$ cat config.mk
export PLATFORM = sky130hd
export DESIGN_NAME = alu_scheduler_flat
export DESIGN_NICKNAME = d
export VERILOG_FILES = /design/src/rtl/alu_scheduler_if.sv /design/src/rtl/alu_scheduler.sv /design/src/flat_wrapper.sv
export SDC_FILE = /design/constraint.sdc
export NUM_CORES = 1
export LEC_CHECK = 0
export ABC_AREA = 1
export BUFFER_PORTS_ARGS = -buffer_cell sky130_fd_sc_hd__buf_2
export CAP_MARGIN = 5
export CORE_AREA = 2 2 66 68
export CTS_BUF_LIST = sky130_fd_sc_hd__clkbuf_16
export DETAILED_ROUTE_END_ITERATION = 10
export DIE_AREA = 0 0 68 70
export PLACE_DENSITY = 0.73
export REMOVE_ABC_BUFFERS = 1
export SETUP_SLACK_MARGIN = 0.02
export SLEW_MARGIN = 10
export SYNTH_ARGS = -nofsm -noshare
export SYNTH_HDL_FRONTEND = slang
export SYNTH_SLANG_ARGS = --single-unit
$ cat constraint.sdc
create_clock -name clk -period 1.7 [get_ports clk]
set_clock_uncertainty 0.15 [all_clocks]
set_input_delay 0.085 -clock clk [delete_from_list [all_inputs] [get_ports clk]]
set_output_delay 0.085 -clock clk [all_outputs]
set_load 0.1 [all_outputs]
$ cat src/rtl/alu_scheduler_if.sv
// Client-side bundle of the ALU scheduler:
// two request ports and the tagged result handshake.
interface alu_scheduler_if;
  logic       req0;
  logic       req1;
  logic [3:0] a0;
  logic [3:0] b0;
  logic [2:0] s0;
  logic [3:0] a1;
  logic [3:0] b1;
  logic [2:0] s1;
  logic       gnt0;
  logic       gnt1;
  logic [7:0] res;
  logic       res_id;
  logic       res_valid;
  logic       res_ready;

  modport master (
    output req0, req1,
    output a0, b0, s0,
    output a1, b1, s1,
    output res_ready,
    input  gnt0, gnt1,
    input  res, res_id, res_valid
  );

  modport slave (
    input  req0, req1,
    input  a0, b0, s0,
    input  a1, b1, s1,
    input  res_ready,
    output gnt0, gnt1,
    output res, res_id, res_valid
  );
endinterface

$ cat src/rtl/alu_scheduler.sv
// Round-robin scheduler sharing one external 4-bit ALU
// between two clients; result returned over valid/ready.
module alu_scheduler #(
  parameter int unsigned LAT = 1
) (
  input  logic         clk,
  input  logic         rst,
  alu_scheduler_if.slave cl,
  output logic [3:0]   alu_a,
  output logic [3:0]   alu_b,
  output logic [2:0]   alu_s,
  input  logic [7:0]   alu_y,
  output logic         busy,
  output logic [7:0]   ops_done
);

  localparam logic [1:0] S_IDLE = 2'd0;
  localparam logic [1:0] S_WAIT = 2'd1;
  localparam logic [1:0] S_DONE = 2'd2;
  localparam logic [3:0] LAT_C  = 4'(LAT);

  logic [1:0] state_q, state_d;
  logic [3:0] cnt_q, cnt_d;
  logic       last_q, last_d;
  logic       gnt0_q, gnt0_d;
  logic       gnt1_q, gnt1_d;
  logic [3:0] alu_a_q, alu_a_d;
  logic [3:0] alu_b_q, alu_b_d;
  logic [2:0] alu_s_q, alu_s_d;
  logic [7:0] res_q, res_d;
  logic       res_id_q, res_id_d;
  logic       res_valid_q, res_valid_d;
  logic [7:0] ops_q, ops_d;
  logic       g0, g1;

  // last_q=1 hands a tie to client 0
  assign g0 = cl.req0 & (~cl.req1 | last_q);
  assign g1 = cl.req1 & ~g0;

  always_comb begin
    state_d     = state_q;
    cnt_d       = cnt_q;
    last_d      = last_q;
    gnt0_d      = 1'b0;
    gnt1_d      = 1'b0;
    alu_a_d     = alu_a_q;
    alu_b_d     = alu_b_q;
    alu_s_d     = alu_s_q;
    res_d       = res_q;
    res_id_d    = res_id_q;
    res_valid_d = res_valid_q;
    ops_d       = ops_q;
    unique case (state_q)
      S_IDLE: begin
        if (g0 | g1) begin
          gnt0_d   = g0;
          gnt1_d   = g1;
          alu_a_d  = g1 ? cl.a1 : cl.a0;
          alu_b_d  = g1 ? cl.b1 : cl.b0;
          alu_s_d  = g1 ? cl.s1 : cl.s0;
          res_id_d = g1;
          cnt_d    = LAT_C;
          state_d  = S_WAIT;
        end
      end
      S_WAIT: begin
        cnt_d = cnt_q - 4'd1;
        if (cnt_q == 4'd1) begin
          res_d       = alu_y;
          res_valid_d = 1'b1;
          state_d     = S_DONE;
        end
      end
      S_DONE: begin
        if (res_valid_q & cl.res_ready) begin
          res_valid_d = 1'b0;
          ops_d       = ops_q + 8'd1;
          last_d      = res_id_q;
          state_d     = S_IDLE;
        end
      end
      default: state_d = S_IDLE;
    endcase
  end

  always_ff @(posedge clk) begin
    if (rst) begin
      state_q     <= S_IDLE;
      cnt_q       <= 4'd0;
      last_q      <= 1'b1;
      gnt0_q      <= 1'b0;
      gnt1_q      <= 1'b0;
      alu_a_q     <= 4'd0;
      alu_b_q     <= 4'd0;
      alu_s_q     <= 3'd0;
      res_q       <= 8'd0;
      res_id_q    <= 1'b0;
      res_valid_q <= 1'b0;
      ops_q       <= 8'd0;
    end else begin
      state_q     <= state_d;
      cnt_q       <= cnt_d;
      last_q      <= last_d;
      gnt0_q      <= gnt0_d;
      gnt1_q      <= gnt1_d;
      alu_a_q     <= alu_a_d;
      alu_b_q     <= alu_b_d;
      alu_s_q     <= alu_s_d;
      res_q       <= res_d;
      res_id_q    <= res_id_d;
      res_valid_q <= res_valid_d;
      ops_q       <= ops_d;
    end
  end

  assign cl.gnt0      = gnt0_q;
  assign cl.gnt1      = gnt1_q;
  assign cl.res       = res_q;
  assign cl.res_id    = res_id_q;
  assign cl.res_valid = res_valid_q;
  assign alu_a        = alu_a_q;
  assign alu_b        = alu_b_q;
  assign alu_s        = alu_s_q;
  assign busy         = (state_q != S_IDLE);
  assign ops_done     = ops_q;

endmodule
$ cat src/flat_wrapper.sv
// flat-port wrapper written by rule: the top's interface ports become plain ports
module alu_scheduler_flat 
#(
  parameter int unsigned LAT = 1
)
  (clk, rst, alu_a, alu_b, alu_s, alu_y, busy, ops_done, cl_req0, cl_req1, cl_a0, cl_b0, cl_s0, cl_a1, cl_b1, cl_s1, cl_res_ready, cl_gnt0, cl_gnt1, cl_res, cl_res_id, cl_res_valid);
  alu_scheduler_if cl_i ();
  input  logic clk;
  input  logic rst;
  output logic [3:0] alu_a;
  output logic [3:0] alu_b;
  output logic [2:0] alu_s;
  input  logic [7:0] alu_y;
  output logic busy;
  output logic [7:0] ops_done;
  input wire logic [$bits(cl_i.req0)-1:0] cl_req0;
  input wire logic [$bits(cl_i.req1)-1:0] cl_req1;
  input wire logic [$bits(cl_i.a0)-1:0] cl_a0;
  input wire logic [$bits(cl_i.b0)-1:0] cl_b0;
  input wire logic [$bits(cl_i.s0)-1:0] cl_s0;
  input wire logic [$bits(cl_i.a1)-1:0] cl_a1;
  input wire logic [$bits(cl_i.b1)-1:0] cl_b1;
  input wire logic [$bits(cl_i.s1)-1:0] cl_s1;
  input wire logic [$bits(cl_i.res_ready)-1:0] cl_res_ready;
  output wire logic [$bits(cl_i.gnt0)-1:0] cl_gnt0;
  output wire logic [$bits(cl_i.gnt1)-1:0] cl_gnt1;
  output wire logic [$bits(cl_i.res)-1:0] cl_res;
  output wire logic [$bits(cl_i.res_id)-1:0] cl_res_id;
  output wire logic [$bits(cl_i.res_valid)-1:0] cl_res_valid;
  assign cl_i.req0 = cl_req0;
  assign cl_i.req1 = cl_req1;
  assign cl_i.a0 = cl_a0;
  assign cl_i.b0 = cl_b0;
  assign cl_i.s0 = cl_s0;
  assign cl_i.a1 = cl_a1;
  assign cl_i.b1 = cl_b1;
  assign cl_i.s1 = cl_s1;
  assign cl_i.res_ready = cl_res_ready;
  assign cl_gnt0 = cl_i.gnt0;
  assign cl_gnt1 = cl_i.gnt1;
  assign cl_res = cl_i.res;
  assign cl_res_id = cl_i.res_id;
  assign cl_res_valid = cl_i.res_valid;
  alu_scheduler #(.LAT(LAT)) u_core (.clk(clk), .rst(rst), .cl(cl_i), .alu_a(alu_a), .alu_b(alu_b), .alu_s(alu_s), .alu_y(alu_y), .busy(busy), .ops_done(ops_done));
endmodule
Yosys cells after proc, flatten, opt, wreduce, memory -nomap -nowiden

Cells that the tools add are included.

Output and inout bits: 32
Input port bits: 35
Register bits: 38
Word-level logic and storage cells: 52

Bitwise gates (word level): 9
$add $sub $neg: 2
Reductions and logical operators: 11
Eq/ne operators: 6
Muxes and demuxes: 12

Operator list:

| cell                                                                     | count |
|---|---|
| 4-bit 2-to-1 mux                                                         | 3 |
| 8-bit by 1-bit adder with 8-bit output (second input constant)           | 1 |
| 4-bit one-hot mux with 2 select lines                                    | 1 |
| 2-bit AND reduction                                                      | 4 |
| 2-bit 2-to-1 mux                                                         | 3 |
| 2-bit by 1-bit inequality test with 1-bit output (second input constant) | 3 |
| 2-bit one-hot mux with 3 select lines                                    | 1 |
| 3-bit AND reduction                                                      | 2 |
| 2-bit nonzero test                                                       | 3 |
| 4-bit by 1-bit equality test with 1-bit output (second input constant)   | 1 |
| 1-bit inverter                                                           | 4 |
| 4-bit by 1-bit subtractor with 4-bit output (second input constant)      | 1 |
| 1-bit AND                                                                | 3 |
| 3-bit 2-to-1 mux                                                         | 1 |
| 3-bit OR reduction                                                       | 1 |
| 2-bit by 1-bit equality test with 1-bit output (second input constant)   | 1 |
| 2-bit equality test (second input constant)                              | 1 |
| 2-bit zero test                                                          | 1 |
| 1-bit 2-to-1 mux                                                         | 2 |
| 1-bit OR                                                                 | 2 |
| 1-bit one-hot mux with 2 select lines                                    | 1 |

Longest topological paths before layout

Gate-level depths: netlist of run 1.

Depth in word-level cells: 8
Mapped depth: 9

Least setup slack after synthesis of run 1

No wires, ideal clock.

Path type: flip-flop to flip-flop
Start: register u_core.res_valid_q (netlist: u_core.cl.res_valid)
End: register u_core.ops_q[6] (netlist: u_core.ops_done[6])
Setup time: 0.110 ns
Cell stages (with the launch flop): 8
Arrival: 1.820 ns
Period minus slack after synthesis: 2.080 ns
Path buffers: 0
Setup slack: -0.380 ns
Cell sequence: dfxtp_1 > nand3_2 > nor2_4 > nand2_1 > nor2_1 > nand2_1 > nand2_1 > nor2_1

Word-level cells in the longest chain between the ends: 2

RTL lines:

| what                          | RTL line             | text |
|---|---|---|
| start, declared               | alu_scheduler.sv:32  | `logic res_valid_q, res_valid_d;` |
| start signal, assigned        | alu_scheduler.sv:111 | `res_valid_q <= res_valid_d;` |
| 1-bit AND                     | alu_scheduler.sv:75  | `if (res_valid_q & cl.res_ready) begin` |
| 2-bit AND reduction (no line) | n/a                  |  |
| end signal, assigned          | alu_scheduler.sv:112 | `ops_q <= ops_d;` |
| end, declared                 | alu_scheduler.sv:33  | `logic [7:0] ops_q, ops_d;` |

No other way between the ends.
A chain may end at the register's enable or synchronous reset.

Final worst setup path of run 1

Start: register u_core.state_q[0]
End: output busy

Word-level cells in the longest chain between the ends: 1

RTL lines:

| what                   | RTL line             | text |
|---|---|---|
| start, declared        | alu_scheduler.sv:22  | `logic [1:0] state_q, state_d;` |
| start signal, assigned | alu_scheduler.sv:101 | `state_q <= state_d;` |
| 2-bit nonzero test     | alu_scheduler.sv:124 | `assign busy = (state_q != S_IDLE);` |
| end, declared          | flat_wrapper.sv:14   | `output logic busy;` |

No other way between the ends.

==> report_table.html, run 1 <==
<table>
<tr><th>Metric</th><th>Value</th></tr>
<tr><th colspan="2">Finish</th></tr>
<tr><td>Count of fill cells added during filler insertion</td><td>373</td></tr>
<tr><td>Post-route cell area</td><td>2510 um^2</td></tr>
<tr><td>Final standard cell count with taps included and fillers excluded</td><td>388</td></tr>
<tr><td>Post-layout net count</td><td>377</td></tr>
<tr><td>Area of combinational cells with multiple inputs</td><td>925.9 um^2</td></tr>
<tr><td>End-of-flow core utilization</td><td>0.6057</td></tr>
<tr><td>FF/Latch Area</td><td>760.7 um^2</td></tr>
<tr><td>Area delta synth-&gt;final</td><td>32.58%</td></tr>
<tr><td>ANT cells</td><td>0</td></tr>
<tr><td>Share of cells above drive strength 1</td><td>0.2917</td></tr>
<tr><th colspan="2">Detailed routing</th></tr>
<tr><td>Drt total wl</td><td>4.090 mm</td></tr>
<tr><td>Routed wire length per instance</td><td>10.54 um</td></tr>
<tr><td>Antenna Nets Post-Route</td><td>0</td></tr>
<tr><td>Number of design rule violations left after detail routing</td><td>0</td></tr>
<tr><td>TritonRoute pass-1 iters</td><td>4</td></tr>
<tr><td>Detail-routed via count per cell</td><td>4.606</td></tr>
<tr><td>Starting DRC count in detailed routing</td><td>43</td></tr>
<tr><td>Routed vias</td><td>1787</td></tr>
<tr><th colspan="2">CTS</th></tr>
<tr><td>Clock input transition at the sequential cells of the worst setup and hold paths</td><td>0.05 ns</td></tr>
<tr><td>Worst-case clock buffer depth</td><td>2</td></tr>
<tr><td>H-tree lvl count</td><td>2</td></tr>
<tr><td>Clock latency reported for the late side of the worst-skew pair</td><td>0.28 ns</td></tr>
<tr><td>Clock Tree Root</td><td>sky130_fd_sc_hd__clkbuf_16</td></tr>
<tr><td>Clock tree from TritonCTS</td><td>done</td></tr>
<tr><td>TritonCTS Sinks</td><td>38</td></tr>
<tr><td>Number of buffers created by CTS</td><td>5</td></tr>
<tr><th colspan="2">Worst setup path</th></tr>
<tr><td>R2r startpoint</td><td>u_core.state_q[0]$_SDFFE_PP0P_</td></tr>
<tr><td>Req. time, crit path</td><td>1.46 ns</td></tr>
<tr><td>Setup Crit Path Kind</td><td>reg -&gt; out</td></tr>
<tr><td>Setup crit start</td><td>u_core.state_q[0]$_SDFFE_PP0P_</td></tr>
<tr><td>Maximum net fanout on the critical path</td><td>3</td></tr>
<tr><td>Arrival time at the worst endpoint</td><td>1.33 ns</td></tr>
<tr><td>Critical path capture point type</td><td>primary output</td></tr>
<tr><td>Critical Path Source Type</td><td>register</td></tr>
<tr><th colspan="2">Power and ir drop</th></tr>
<tr><td>Sw Ratio</td><td>0.5066</td></tr>
<tr><td>Switching pwr</td><td>2.219 mW</td></tr>
<tr><td>Highest ir drop seen on vdd</td><td>0.9049 mV</td></tr>
<tr><td>Sequential fraction of design power</td><td>0.271</td></tr>
<tr><td>Combinational share of power</td><td>0.531</td></tr>
<tr><td>Internal Dissipation</td><td>2.161 mW</td></tr>
<tr><td>Leakage power of the design</td><td>1.239 nW</td></tr>
<tr><td>Areal power density over the cells</td><td>1745 nW/um^2</td></tr>
<tr><td>Share of power burned in the clock network</td><td>0.197</td></tr>
<tr><th colspan="2">Global routing</th></tr>
<tr><td>Pin count of the biggest net entering global routing</td><td>24</td></tr>
<tr><td>Overflow left after global routing</td><td>0</td></tr>
<tr><td>Via count of the first global-routing pass</td><td>1659</td></tr>
<tr><td>Wire length of the first global-routing pass</td><td>6.810 mm</td></tr>
<tr><td>Initial antenna violation count</td><td>0</td></tr>
<tr><td>Gr usage total</td><td>0.1827</td></tr>
<tr><th colspan="2">Synth</th></tr>
<tr><td>Top-count cell post-synth</td><td>sky130_fd_sc_hd__nand2_1</td></tr>
<tr><td>Post-synth top area share</td><td>0.4019</td></tr>
<tr><td>Cell Area, Synth</td><td>1893 um^2</td></tr>
<tr><td>Unique cell type count in the Yosys netlist</td><td>27</td></tr>
<tr><td>Top flip-flop cell by instance count after synthesis</td><td>sky130_fd_sc_hd__dfxtp_1</td></tr>
<tr><td>Count of synthesis-stage warnings from yosys</td><td>0</td></tr>
<tr><td>Share of flip-flops with an asynchronous set or reset</td><td>0</td></tr>
<tr><td>Cell type with the largest total area after synthesis</td><td>sky130_fd_sc_hd__dfxtp_1</td></tr>
<tr><td>Most frequent cells after synthesis</td><td>63 x sky130_fd_sc_hd__nand2_1, 43 x sky130_fd_sc_hd__inv_1, 38 x sky130_fd_sc_hd__dfxtp_1, 22 x sky130_fd_sc_hd__a21oi_1, 17 x sky130_fd_sc_hd__nor2_1</td></tr>
<tr><td>Synth top area cells</td><td>sky130_fd_sc_hd__dfxtp_1 40%, sky130_fd_sc_hd__nand2_1 12%, sky130_fd_sc_hd__inv_1 8.5%</td></tr>
<tr><td>Sequential-to-total area share from yosys stat</td><td>0.4019</td></tr>
<tr><td>Number of synthesized register bits</td><td>38</td></tr>
<tr><td>Average cell area after synthesis</td><td>7.309 um^2</td></tr>
<tr><td>Number of synthesized flops with an enable pin</td><td>0</td></tr>
<tr><td>Synth Instances</td><td>259</td></tr>
<tr><th colspan="2">Timing</th></tr>
<tr><td>Worst-Margin Slew</td><td>0.5529 ns</td></tr>
<tr><td>Highest Clock Rate</td><td>0.6372 GHz</td></tr>
<tr><td>Worst slack on hold paths</td><td>0.001846 ns</td></tr>
<tr><td>Relative slew margins</td><td>0.6310</td></tr>
<tr><td>Final number of hold-violating endpoints</td><td>0</td></tr>
<tr><td>RSZ-0062 raised after global routing</td><td>no</td></tr>
<tr><td>Final worst path period need</td><td>1.569 ns</td></tr>
<tr><td>Number of setup violations in the final report</td><td>0</td></tr>
<tr><td>Period Utilization, post-route</td><td>0.9231</td></tr>
<tr><td>Final Max Tran Viols</td><td>0</td></tr>
<tr><th colspan="2">Floorplan</th></tr>
<tr><td>Starting Density</td><td>0.4568</td></tr>
<tr><td>FP Rows</td><td>24</td></tr>
<tr><td>Die extent in x</td><td>68 um</td></tr>
<tr><td>DIE AREA</td><td>4760 um^2</td></tr>
<tr><td>Core outline area</td><td>4144 um^2</td></tr>
<tr><td>I/O pins</td><td>67</td></tr>
<tr><td>Height of the chip</td><td>70 um</td></tr>
<tr><th colspan="2">Place</th></tr>
<tr><td>Post-DP Area</td><td>2247 um^2</td></tr>
<tr><td>Final weighted congestion of routability-driven global placement</td><td>0.7882</td></tr>
<tr><td>Count of buffers from port buffering</td><td>66</td></tr>
<tr><td>DP Cell Count</td><td>370</td></tr>
<tr><td>Post-detail-place hpwl</td><td>2.805 mm</td></tr>
<tr><th colspan="2">Worst hold path</th></tr>
<tr><td>Launch instance of the worst min-delay path</td><td>cl_a0[0]</td></tr>
<tr><td>Worst min-delay path class</td><td>in -&gt; reg</td></tr>
<tr><th colspan="2">Run status</th></tr>
<tr><td>Outcome</td><td>finished, final reports clean</td></tr>
<tr><th colspan="2">Flow run</th></tr>
<tr><td>Max capacitance violation total</td><td>0</td></tr>
</table>
## power by group through the flow
stage	Clock [mW]	Combinational (mW)	Sequential, mW
after CTS	0.879	2.29	1.18
after floorplan	0	0.952	2.06
final	0.864	2.33	1.19
after global placement	0	2.23	1.19
after global routing	0.912	2.52	1.21
after detailed placement	0	2.25	1.20
## cell usage in the layout, fill, tap and decap left out
cell type,n
sky130_fd_sc_hd__buf_12,1
sky130_fd_sc_hd__xnor2_1,1
sky130_fd_sc_hd__nand2_2,1
sky130_fd_sc_hd__a21oi_4,1
sky130_fd_sc_hd__nand3b_1,1
sky130_fd_sc_hd__ha_1,6
sky130_fd_sc_hd__o21a_1,1
sky130_fd_sc_hd__nand2_4,3
sky130_fd_sc_hd__a21oi_1,21
sky130_fd_sc_hd__clkinv_4,1
sky130_fd_sc_hd__o21ai_1,10
sky130_fd_sc_hd__o21ai_0,12
sky130_fd_sc_hd__ha_2,1
sky130_fd_sc_hd__clkbuf_16,5
sky130_fd_sc_hd__o21bai_1,1
sky130_fd_sc_hd__dlygate4sd3_1,9
sky130_fd_sc_hd__nor3_1,1
sky130_fd_sc_hd__inv_1,44
sky130_fd_sc_hd__nand3_4,2
sky130_fd_sc_hd__clkinv_2,1
sky130_fd_sc_hd__nand3_1,11
sky130_fd_sc_hd__a21oi_2,11
sky130_fd_sc_hd__nand2_1,63
sky130_fd_sc_hd__nand3_2,1
sky130_fd_sc_hd__dfxtp_1,38
sky130_fd_sc_hd__clkinv_1,1
sky130_fd_sc_hd__inv_2,2
sky130_fd_sc_hd__buf_2,65
sky130_fd_sc_hd__nor2_4,2
sky130_fd_sc_hd__xor2_1,1
sky130_fd_sc_hd__buf_4,1
sky130_fd_sc_hd__nor2_1,17
## final cells by class
| type | count | share of cell area |
|---|---|---|
| clock buffers | 5 | 0.04985 |
| multi-input cells | 168 | 0.3689 |
| repair buffers | 76 | 0.1765 |
| inverters | 46 | 0.07079 |
| well taps | 52 | 0.02592 |
| flip-flops and latches | 38 | 0.3031 |
| clock inverters | 3 | 0.004985 |
## final timing paths
check | slack, ns | cells after the start | end
hold / removal | 0.002 | 5 | u_core.alu_a[0]$_SDFFE_PP0P_
hold reg to reg | 0.29 | 2 | u_core.cl.res[6]$_SDFFE_PP0P_
setup / recovery | 0.13 | 4 | busy
setup reg to reg | 0.16 | 7 | u_core.cnt_q[3]$_SDFFE_PP0P_
## routing by layer
layer / up-vias / GRT usage / share of wire
li1: 962 / - / -
met1: 770 / 0.2179 / 0.46
met2: 51 / 0.3042 / 0.46
met3: 4 / 0.07246 / 0.076
met4: 0 / 0.04000 / 0.0056
met5: - / 0 / 0
## critical path, stage by stage (launching register included)
cell	delay, ns
sky130_fd_sc_hd__dfxtp_1	0.35
sky130_fd_sc_hd__inv_1	0.09
sky130_fd_sc_hd__ha_1	0.28
sky130_fd_sc_hd__inv_1	0.15
sky130_fd_sc_hd__buf_12	0.19
## cell families after synthesis
family                   synth area share
adder cells (fa/ha/maj)           0.04626
XOR/XNOR                         0.009255
AO/OA/AOI/OAI                      0.1745
buffers and inverters              0.1276
flip-flops                         0.4019
AND/OR/NAND/NOR                    0.2406
## per-stage QoR
step	TNS [ns]	setup slack (ns)	total power, mW
final	0	0.1307	4.381
after global routing	0	0.02939	4.647
after CTS	0	0.1140	4.352
after detailed placement	-0.4197	-0.06979	3.449
after global placement	0	0.03462	3.420
after floorplan	-3.645	-0.3832	3.011
## sequential cells by signal, summed over array words and instances (netlist names)
name,count
u_core.state_q,2
u_core.cl.gnt1,1
u_core.cl.gnt0,1
u_core.cl.res_id,1
u_core.cnt_q,4
u_core.alu_a,4
u_core.cl.res,8
u_core.last_q,1
u_core.alu_s,3
u_core.alu_b,4
u_core.ops_done,8
u_core.cl.res_valid,1
## repair_timing
item / in CTS / in global routing
resized for setup: 1 / 4
cloned: 0 / 1
pin swaps: 0 / 1
setup buffers: 0 / 0
endpoints found under the hold margin: 9 / 0
setup endpoints to repair: 8 / 21
hold buffers: 9 / 0
(Power assumes the default switching activity.)
==> inputs of run 2 (changes only) <==
Settings changed: RECOVER_POWER set to 50, SLEW_MARGIN 10 to unset.
==> report_table.html, run 2 (synthesis results as in run 1) <==
<table>
<tr><th>Metric</th><th>Value</th></tr>
<tr><th colspan="2">Detailed routing</th></tr>
<tr><td>Routed vias</td><td>1780 (-0.39%)</td></tr>
<tr><td>Drt total wl</td><td>4.077 mm (-0.32%)</td></tr>
<tr><td>Routed wire length per instance</td><td>10.51 um (-0.32%)</td></tr>
<tr><td>TritonRoute pass-1 iters</td><td>4 (unchanged)</td></tr>
<tr><td>Starting DRC count in detailed routing</td><td>44 (+2.3%)</td></tr>
<tr><td>Antenna Nets Post-Route</td><td>0 (unchanged)</td></tr>
<tr><td>Detail-routed via count per cell</td><td>4.588 (-0.39%)</td></tr>
<tr><td>Number of design rule violations left after detail routing</td><td>0 (unchanged)</td></tr>
<tr><th colspan="2">Worst setup path</th></tr>
<tr><td>Critical path capture point type</td><td>primary output</td></tr>
<tr><td>Maximum net fanout on the critical path</td><td>3 (unchanged)</td></tr>
<tr><td>Arrival time at the worst endpoint</td><td>1.33 ns (about the same)</td></tr>
<tr><td>Critical Path Source Type</td><td>register</td></tr>
<tr><td>Setup Crit Path Kind</td><td>reg -&gt; out</td></tr>
<tr><td>Req. time, crit path</td><td>1.46 ns (about the same)</td></tr>
<tr><th colspan="2">Finish</th></tr>
<tr><td>Post-route cell area</td><td>2510 um^2 (unchanged)</td></tr>
<tr><td>Most common cell after layout, fill and taps aside</td><td>sky130_fd_sc_hd__nand2_1</td></tr>
<tr><td>Share of cells above drive strength 1</td><td>0.2917 (unchanged)</td></tr>
<tr><td>ANT cells</td><td>0 (unchanged)</td></tr>
<tr><td>Post-layout net count</td><td>377 (unchanged)</td></tr>
<tr><td>Area delta synth-&gt;final</td><td>32.58% (unchanged)</td></tr>
<tr><td>Count of fill cells added during filler insertion</td><td>373 (unchanged)</td></tr>
<tr><td>End-of-flow core utilization</td><td>0.6057 (unchanged)</td></tr>
<tr><td>Commonest cells after routing, fill and taps aside</td><td>63 x sky130_fd_sc_hd__nand2_1, 44 x sky130_fd_sc_hd__inv_1, 38 x sky130_fd_sc_hd__dfxtp_1</td></tr>
<tr><th colspan="2">Place</th></tr>
<tr><td>Post-DP Area</td><td>2247 um^2 (unchanged)</td></tr>
<tr><td>Final weighted congestion of routability-driven global placement</td><td>0.7882 (unchanged)</td></tr>
<tr><td>Post-detail-place hpwl</td><td>2.805 mm (unchanged)</td></tr>
<tr><td>Count of buffers from port buffering</td><td>66 (unchanged)</td></tr>
<tr><th colspan="2">Run status</th></tr>
<tr><td>Outcome</td><td>finished, final reports clean</td></tr>
<tr><th colspan="2">Global routing</th></tr>
<tr><td>Wire length of the first global-routing pass</td><td>6.810 mm (unchanged)</td></tr>
<tr><td>Initial antenna violation count</td><td>0 (unchanged)</td></tr>
<tr><td>Overflow left after global routing</td><td>0 (unchanged)</td></tr>
<tr><td>Gr usage total</td><td>0.1827 (unchanged)</td></tr>
<tr><td>Via count of the first global-routing pass</td><td>1659 (unchanged)</td></tr>
<tr><td>Pin count of the biggest net entering global routing</td><td>24 (unchanged)</td></tr>
<tr><th colspan="2">Floorplan</th></tr>
<tr><td>Core outline area</td><td>4144 um^2 (unchanged)</td></tr>
<tr><td>Height of the chip</td><td>70 um (unchanged)</td></tr>
<tr><td>FP Rows</td><td>24 (unchanged)</td></tr>
<tr><td>DIE AREA</td><td>4760 um^2 (unchanged)</td></tr>
<tr><td>I/O pins</td><td>67 (unchanged)</td></tr>
<tr><td>Starting Density</td><td>0.4568 (unchanged)</td></tr>
<tr><td>Die extent in x</td><td>68 um (unchanged)</td></tr>
<tr><th colspan="2">Timing</th></tr>
<tr><td>Number of setup violations in the final report</td><td>0 (unchanged)</td></tr>
<tr><td>Worst slack on hold paths</td><td>0.001741 ns (-0.0001048 ns)</td></tr>
<tr><td>Worst-Margin Slew</td><td>0.5512 ns (-0.001704 ns)</td></tr>
<tr><td>Final worst path period need</td><td>1.570 ns (+0.0002640 ns)</td></tr>
<tr><td>Highest Clock Rate</td><td>0.6371 GHz (about the same)</td></tr>
<tr><td>Period Utilization, post-route</td><td>0.9233 (about the same)</td></tr>
<tr><td>Final Max Tran Viols</td><td>0 (unchanged)</td></tr>
<tr><td>Final sum of negative setup slack</td><td>0 ns (unchanged)</td></tr>
<tr><td>Relative slew margins</td><td>0.6322 (+0.001137)</td></tr>
<tr><td>RSZ-0062 raised after global routing</td><td>no</td></tr>
<tr><td>Final number of hold-violating endpoints</td><td>0 (unchanged)</td></tr>
<tr><th colspan="2">Worst hold path</th></tr>
<tr><td>Worst min-delay path class</td><td>in -&gt; reg</td></tr>
<tr><th colspan="2">Power and ir drop</th></tr>
<tr><td>Highest ir drop seen on vdd</td><td>0.9050 mV (about the same)</td></tr>
<tr><td>Leakage power of the design</td><td>1.215 nW (-2.0%)</td></tr>
<tr><td>Areal power density over the cells</td><td>1745 nW/um^2 (about the same)</td></tr>
<tr><th colspan="2">CTS</th></tr>
<tr><td>Clock Tree Root</td><td>sky130_fd_sc_hd__clkbuf_16</td></tr>
<tr><td>H-tree lvl count</td><td>2 (unchanged)</td></tr>
<tr><td>Clock tree from TritonCTS</td><td>done</td></tr>
<tr><td>Clock latency reported for the late side of the worst-skew pair</td><td>0.28 ns (about the same)</td></tr>
<tr><td>Worst-case clock buffer depth</td><td>2 (unchanged)</td></tr>
<tr><td>TritonCTS Sinks</td><td>38 (unchanged)</td></tr>
<tr><td>Number of buffers added for setup after CTS</td><td>0 (unchanged)</td></tr>
<tr><td>Clock input transition at the sequential cells of the worst setup and hold paths</td><td>0.05 ns (about the same)</td></tr>
<tr><td>Number of buffers created by CTS</td><td>5 (unchanged)</td></tr>
<tr><th colspan="2">Flow run</th></tr>
<tr><td>Max capacitance violation total</td><td>0 (unchanged)</td></tr>
</table>
run 2: changes by cell type in the layout (fill, tap and decap cells not counted):
cell	previous run	this run
sky130_fd_sc_hd__clkbuf_2	0	31
sky130_fd_sc_hd__buf_2	65	34
run 2: worst max-delay path, cell delays in order, from the launching register on:
cell                      delay, ns
sky130_fd_sc_hd__dfxtp_1       0.35
sky130_fd_sc_hd__inv_1         0.09
sky130_fd_sc_hd__ha_1          0.28
sky130_fd_sc_hd__inv_1         0.15
sky130_fd_sc_hd__buf_12        0.19
run 2: worst paths after layout:
kind	startpoint	endpoint	slack [ns]	cells after the start
worst max-delay path	u_core.state_q[0]$_SDFFE_PP0P_	busy	0.13	4
worst min-delay path	cl_a0[0]	u_core.alu_a[0]$_SDFFE_PP0P_	0.002	5
worst max register to register	u_core.state_q[0]$_SDFFE_PP0P_	u_core.cnt_q[3]$_SDFFE_PP0P_	0.16	7
worst min register to register	u_core.cl.res[6]$_SDFFE_PP0P_	u_core.cl.res[6]$_SDFFE_PP0P_	0.29	2
run 2: layout make-up:
class / instances / area [um^2] / area share
clock buffer: 5 / 125.1 / 0.04985
multi-input combinational: 168 / 925.9 / 0.3689
sequential: 38 / 760.7 / 0.3031
tap: 52 / 65.06 / 0.02592
timing repair buffer: 76 / 442.9 / 0.1765
inverter: 46 / 177.7 / 0.07079
clock inverter: 3 / 12.51 / 0.004985
run 2: repair_timing:
action | in CTS | in global routing
pin swaps | 0 | 1
gates resized for setup | 1 | 4
setup endpoints to repair | 8 | 21
gates cloned | 0 | 1
endpoints found under the hold margin | 9 | 0
hold buffers | 9 | 0
run 2: through the flow:
stage | std cells | setup slack, ns | power (mW)
after detailed placement | 370 | -0.06979 | 3.449
after global routing | 388 | 0.02883 | 4.648
after global placement | 370 | 0.03462 | 3.420
after CTS | 387 | 0.1140 | 4.352
final | 388 | 0.1304 | 4.379
after floorplan | 251 | -0.3832 | 3.011
run 2: layer usage:
metal,vias to the layer above,wire length [um],track usage,part of all wire
met4,0,23,0.04000,0.0056
met1,762,1854,0.2179,0.45
li1,961,-,-,-
met2,53,1882,0.3042,0.46
met5,-,0,0,0
met3,4,317,0.07246,0.078
run 2: report_power, final:
group | switching, mW | total, mW | leakage (nW) | internal (mW)
Sequential | 0.117 | 1.19 | 0.310 | 1.08
Clock | 0.335 | 0.864 | 0.0724 | 0.529
Combinational | 1.77 | 2.32 | 0.832 | 0.552
==> inputs of run 3 (changes only) <==
Settings changed: CORE_AREA 2 2 66 68 to 2 2 69 71, DIE_AREA 0 0 68 70 to 0 0 71 73, PLACE_DENSITY 0.73 to 0.7.
Clock period 1.7 ns to 1.3 ns, I/O delays scaled along.
==> report_table.html, run 3 (synthesis results as in run 1) <==
<table>
<tr><th>Metric</th><th>Value</th></tr>
<tr><th colspan="2">Run status</th></tr>
<tr><td>Outcome</td><td>finished with violations</td></tr>
<tr><td>Violated checks</td><td>setup timing</td></tr>
<tr><th colspan="2">Worst setup path</th></tr>
<tr><td>Req. time, crit path</td><td>1.09 ns (-0.37 ns)</td></tr>
<tr><td>Critical Path Slowest Stage Cell</td><td>sky130_fd_sc_hd__dfxtp_4</td></tr>
<tr><td>Setup Crit Path Kind</td><td>reg -&gt; out</td></tr>
<tr><td>Critical Path Source Type</td><td>register</td></tr>
<tr><td>Critical path capture point type</td><td>primary output</td></tr>
<tr><td>Arrival time at the worst endpoint</td><td>1.20 ns (-0.13 ns)</td></tr>
<tr><td>Most used cell, CP</td><td>sky130_fd_sc_hd__inv_4</td></tr>
<tr><td>Slowest Stage Delay on Critical Path</td><td>0.38 ns (+0.03 ns)</td></tr>
<tr><td>Maximum net fanout on the critical path</td><td>3 (unchanged)</td></tr>
<tr><td>List of cells traversed by the critical path</td><td>inv_4 &gt; ha_4 &gt; inv_4 &gt; buf_6 &gt; buf_12</td></tr>
<tr><th colspan="2">Finish</th></tr>
<tr><td>Count of fill cells added during filler insertion</td><td>315 (-16%)</td></tr>
<tr><td>Commonest cells after routing, fill and taps aside</td><td>45 x sky130_fd_sc_hd__nand2_1, 44 x sky130_fd_sc_hd__buf_2, 37 x sky130_fd_sc_hd__inv_1</td></tr>
<tr><td>Area of combinational cells with multiple inputs</td><td>1112 um^2 (+20%)</td></tr>
<tr><td>Share of cells above drive strength 1</td><td>0.4357 (+0.1440)</td></tr>
<tr><td>ANT cells</td><td>0 (unchanged)</td></tr>
<tr><td>Most common cell after layout, fill and taps aside</td><td>sky130_fd_sc_hd__nand2_1</td></tr>
<tr><td>Post-layout net count</td><td>423 (+12%)</td></tr>
<tr><td>FF/Latch Area</td><td>768.2 um^2 (+0.99%)</td></tr>
<tr><td>Area delta synth-&gt;final</td><td>72.64%</td></tr>
<tr><th colspan="2">Floorplan</th></tr>
<tr><td>DIE AREA</td><td>5183 um^2 (+8.9%)</td></tr>
<tr><td>Starting Density</td><td>0.4174 (-0.03944)</td></tr>
<tr><td>Height of the chip</td><td>73 um (+4.3%)</td></tr>
<tr><td>Die extent in x</td><td>71 um (+4.4%)</td></tr>
<tr><td>I/O pins</td><td>67 (unchanged)</td></tr>
<tr><td>Core outline area</td><td>4536 um^2 (+9.5%)</td></tr>
<tr><td>FP Rows</td><td>25 (+4.2%)</td></tr>
<tr><th colspan="2">Detailed routing</th></tr>
<tr><td>Number of design rule violations left after detail routing</td><td>0 (unchanged)</td></tr>
<tr><td>Antenna Nets Post-Route</td><td>0 (unchanged)</td></tr>
<tr><td>Starting DRC count in detailed routing</td><td>47 (+6.8%)</td></tr>
<tr><td>Routed vias</td><td>2037 (+14%)</td></tr>
<tr><td>TritonRoute pass-1 iters</td><td>4 (unchanged)</td></tr>
<tr><td>Detail-routed via count per cell</td><td>4.683 (+2.1%)</td></tr>
<tr><td>Routed wire length per instance</td><td>12.86 um (+22%)</td></tr>
<tr><td>Drt total wl</td><td>5.596 mm (+37%)</td></tr>
<tr><th colspan="2">Timing</th></tr>
<tr><td>RSZ-0062 raised after global routing</td><td>yes</td></tr>
<tr><td>Final number of hold-violating endpoints</td><td>0 (unchanged)</td></tr>
<tr><td>Final sum of negative setup slack</td><td>-1.988 ns (-1.988 ns)</td></tr>
<tr><td>Final Max Tran Viols</td><td>0 (unchanged)</td></tr>
<tr><td>Period Utilization, post-route</td><td>1.090</td></tr>
<tr><td>Setup WS post-layout</td><td>-0.1174 ns (-0.2478 ns)</td></tr>
<tr><td>Final worst path period need</td><td>1.417 ns</td></tr>
<tr><td>Relative slew margins</td><td>0.6363 (+0.004173)</td></tr>
<tr><td>Highest Clock Rate</td><td>0.7055 GHz</td></tr>
<tr><td>Number of setup violations in the final report</td><td>33 (+33)</td></tr>
<tr><td>Worst-Margin Slew</td><td>0.5478 ns (-0.003324 ns)</td></tr>
<tr><th colspan="2">Power and ir drop</th></tr>
<tr><td>Highest ir drop seen on vdd</td><td>1.736 mV (+92%)</td></tr>
<tr><td>Leakage power of the design</td><td>1.541 nW (+27%)</td></tr>
<tr><td>Areal power density over the cells</td><td>2257 nW/um^2 (+29%)</td></tr>
<tr><th colspan="2">Global routing</th></tr>
<tr><td>Met1 Usage GRT</td><td>0.2213 (+0.003347)</td></tr>
<tr><td>Wire length of the first global-routing pass</td><td>8.507 mm (+25%)</td></tr>
<tr><td>Overflow left after global routing</td><td>0 (unchanged)</td></tr>
<tr><td>Via count of the first global-routing pass</td><td>1947 (+17%)</td></tr>
<tr><td>Initial antenna violation count</td><td>0 (unchanged)</td></tr>
<tr><td>Busiest layer in global routing</td><td>met2</td></tr>
<tr><td>Met2 usage</td><td>0.3956 (+0.09143)</td></tr>
<tr><td>Gr usage total</td><td>0.2120 (+0.02934)</td></tr>
<tr><td>Met3 Use GR</td><td>0.05801 (-0.01445)</td></tr>
<tr><td>Pin count of the biggest net entering global routing</td><td>20 (-17%)</td></tr>
<tr><th colspan="2">CTS</th></tr>
<tr><td>Clock Tree Root</td><td>sky130_fd_sc_hd__clkbuf_16</td></tr>
<tr><td>TritonCTS Sinks</td><td>38 (unchanged)</td></tr>
<tr><td>Clock tree from TritonCTS</td><td>done</td></tr>
<tr><td>H-tree lvl count</td><td>2 (unchanged)</td></tr>
<tr><td>Number of buffers created by CTS</td><td>5 (unchanged)</td></tr>
<tr><td>Clock latency reported for the late side of the worst-skew pair</td><td>0.28 ns (about the same)</td></tr>
<tr><td>Clock input transition at the sequential cells of the worst setup and hold paths</td><td>0.05 ns (about the same)</td></tr>
<tr><td>Worst-case clock buffer depth</td><td>2 (unchanged)</td></tr>
<tr><th colspan="2">Place</th></tr>
<tr><td>Post-detail-place hpwl</td><td>3.167 mm (+13%)</td></tr>
<tr><td>Count of buffers from port buffering</td><td>66 (unchanged)</td></tr>
<tr><td>Final weighted congestion of routability-driven global placement</td><td>0.8812 (+12%)</td></tr>
<tr><td>Pre-CTS setup slack</td><td>-0.2490 ns (-0.1792 ns)</td></tr>
<tr><th colspan="2">Worst hold path</th></tr>
<tr><td>Worst min-delay path class</td><td>in -&gt; reg</td></tr>
<tr><th colspan="2">Flow run</th></tr>
<tr><td>Max capacitance violation total</td><td>0 (unchanged)</td></tr>
</table>
## run 3: power breakdown
part	internal [mW]	total [mW]	switching [mW]
clock network	0.886	1.33	0.442
registers	1.42	1.64	0.216
logic	1.56	4.41	2.85
## run 3: what timing repair did
item | CTS | global route
cloned | 2 | 1
endpoints found under the hold margin | 24 | 0
pin swaps | 12 | 17
gates resized for setup | 41 | 52
setup endpoints to repair | 38 | 48
hold buffers | 28 | 0
setup buffers | 4 | 1
## run 3: area by class of cell
type	count	share of cell area
multi-input cells	168	0.3404
repair buffers	121	0.2929
flip-flops and latches	38	0.2351
inverters	46	0.05896
clock buffers	5	0.03828
well taps	54	0.02067
clock inverters	2	0.01034
repair inverters	1	0.003446
## run 3: through the flow
stage / util / total power, mW / cells / cell area (um^2) / hold WS [ns]
3_5_place_dp: 0.5617 / 4.883 / 392 / 2547 / 0.1749
3_3_place_gp: 0.5617 / 4.832 / 392 / 2547 / 0.1832
4_1_cts: 0.7010 / 6.828 / 433 / 3179 / -0.01228
5_1_grt: 0.7206 / 7.712 / 435 / 3268 / 0.03296
6_report: 0.7206 / 7.377 / 435 / 3268 / 0.02137
2_1_floorplan: - / 3.938 / 251 / 1829 / -0.02256
## run 3: worst max-delay path: cells and delay by family, from the launching register on
family	cells	cell delay (ns)
adder cells (fa/ha/maj)	1	0.17
buffers and inverters	4	0.36
flip-flops	1	0.38
## run 3: path summary, 6_finish.rpt
| kind | start | slack (ns) | endpoint | cells after the start |
|---|---|---|---|---|
| worst max-delay path | u_core.state_q[1]$_SDFFE_PP0P_ | -0.12 | busy | 5 |
| worst min-delay path | cl_req0 | 0.02 | u_core.cl.gnt0$_SDFF_PP0_ | 3 |
| worst max register to register | u_core.state_q[1]$_SDFFE_PP0P_ | -0.11 | u_core.alu_a[2]$_SDFFE_PP0P_ | 7 |
| worst min register to register | u_core.cl.res[2]$_SDFFE_PP0P_ | 0.29 | u_core.cl.res[2]$_SDFFE_PP0P_ | 2 |
## run 3: layer usage
layer / wire length [um] / vias up / part of all wire
li1: - / 1051 / -
met1: 2212 / 915 / 0.40
met2: 2954 / 62 / 0.53
met3: 309 / 9 / 0.055
met4: 119 / 0 / 0.021
met5: 0 / - / 0
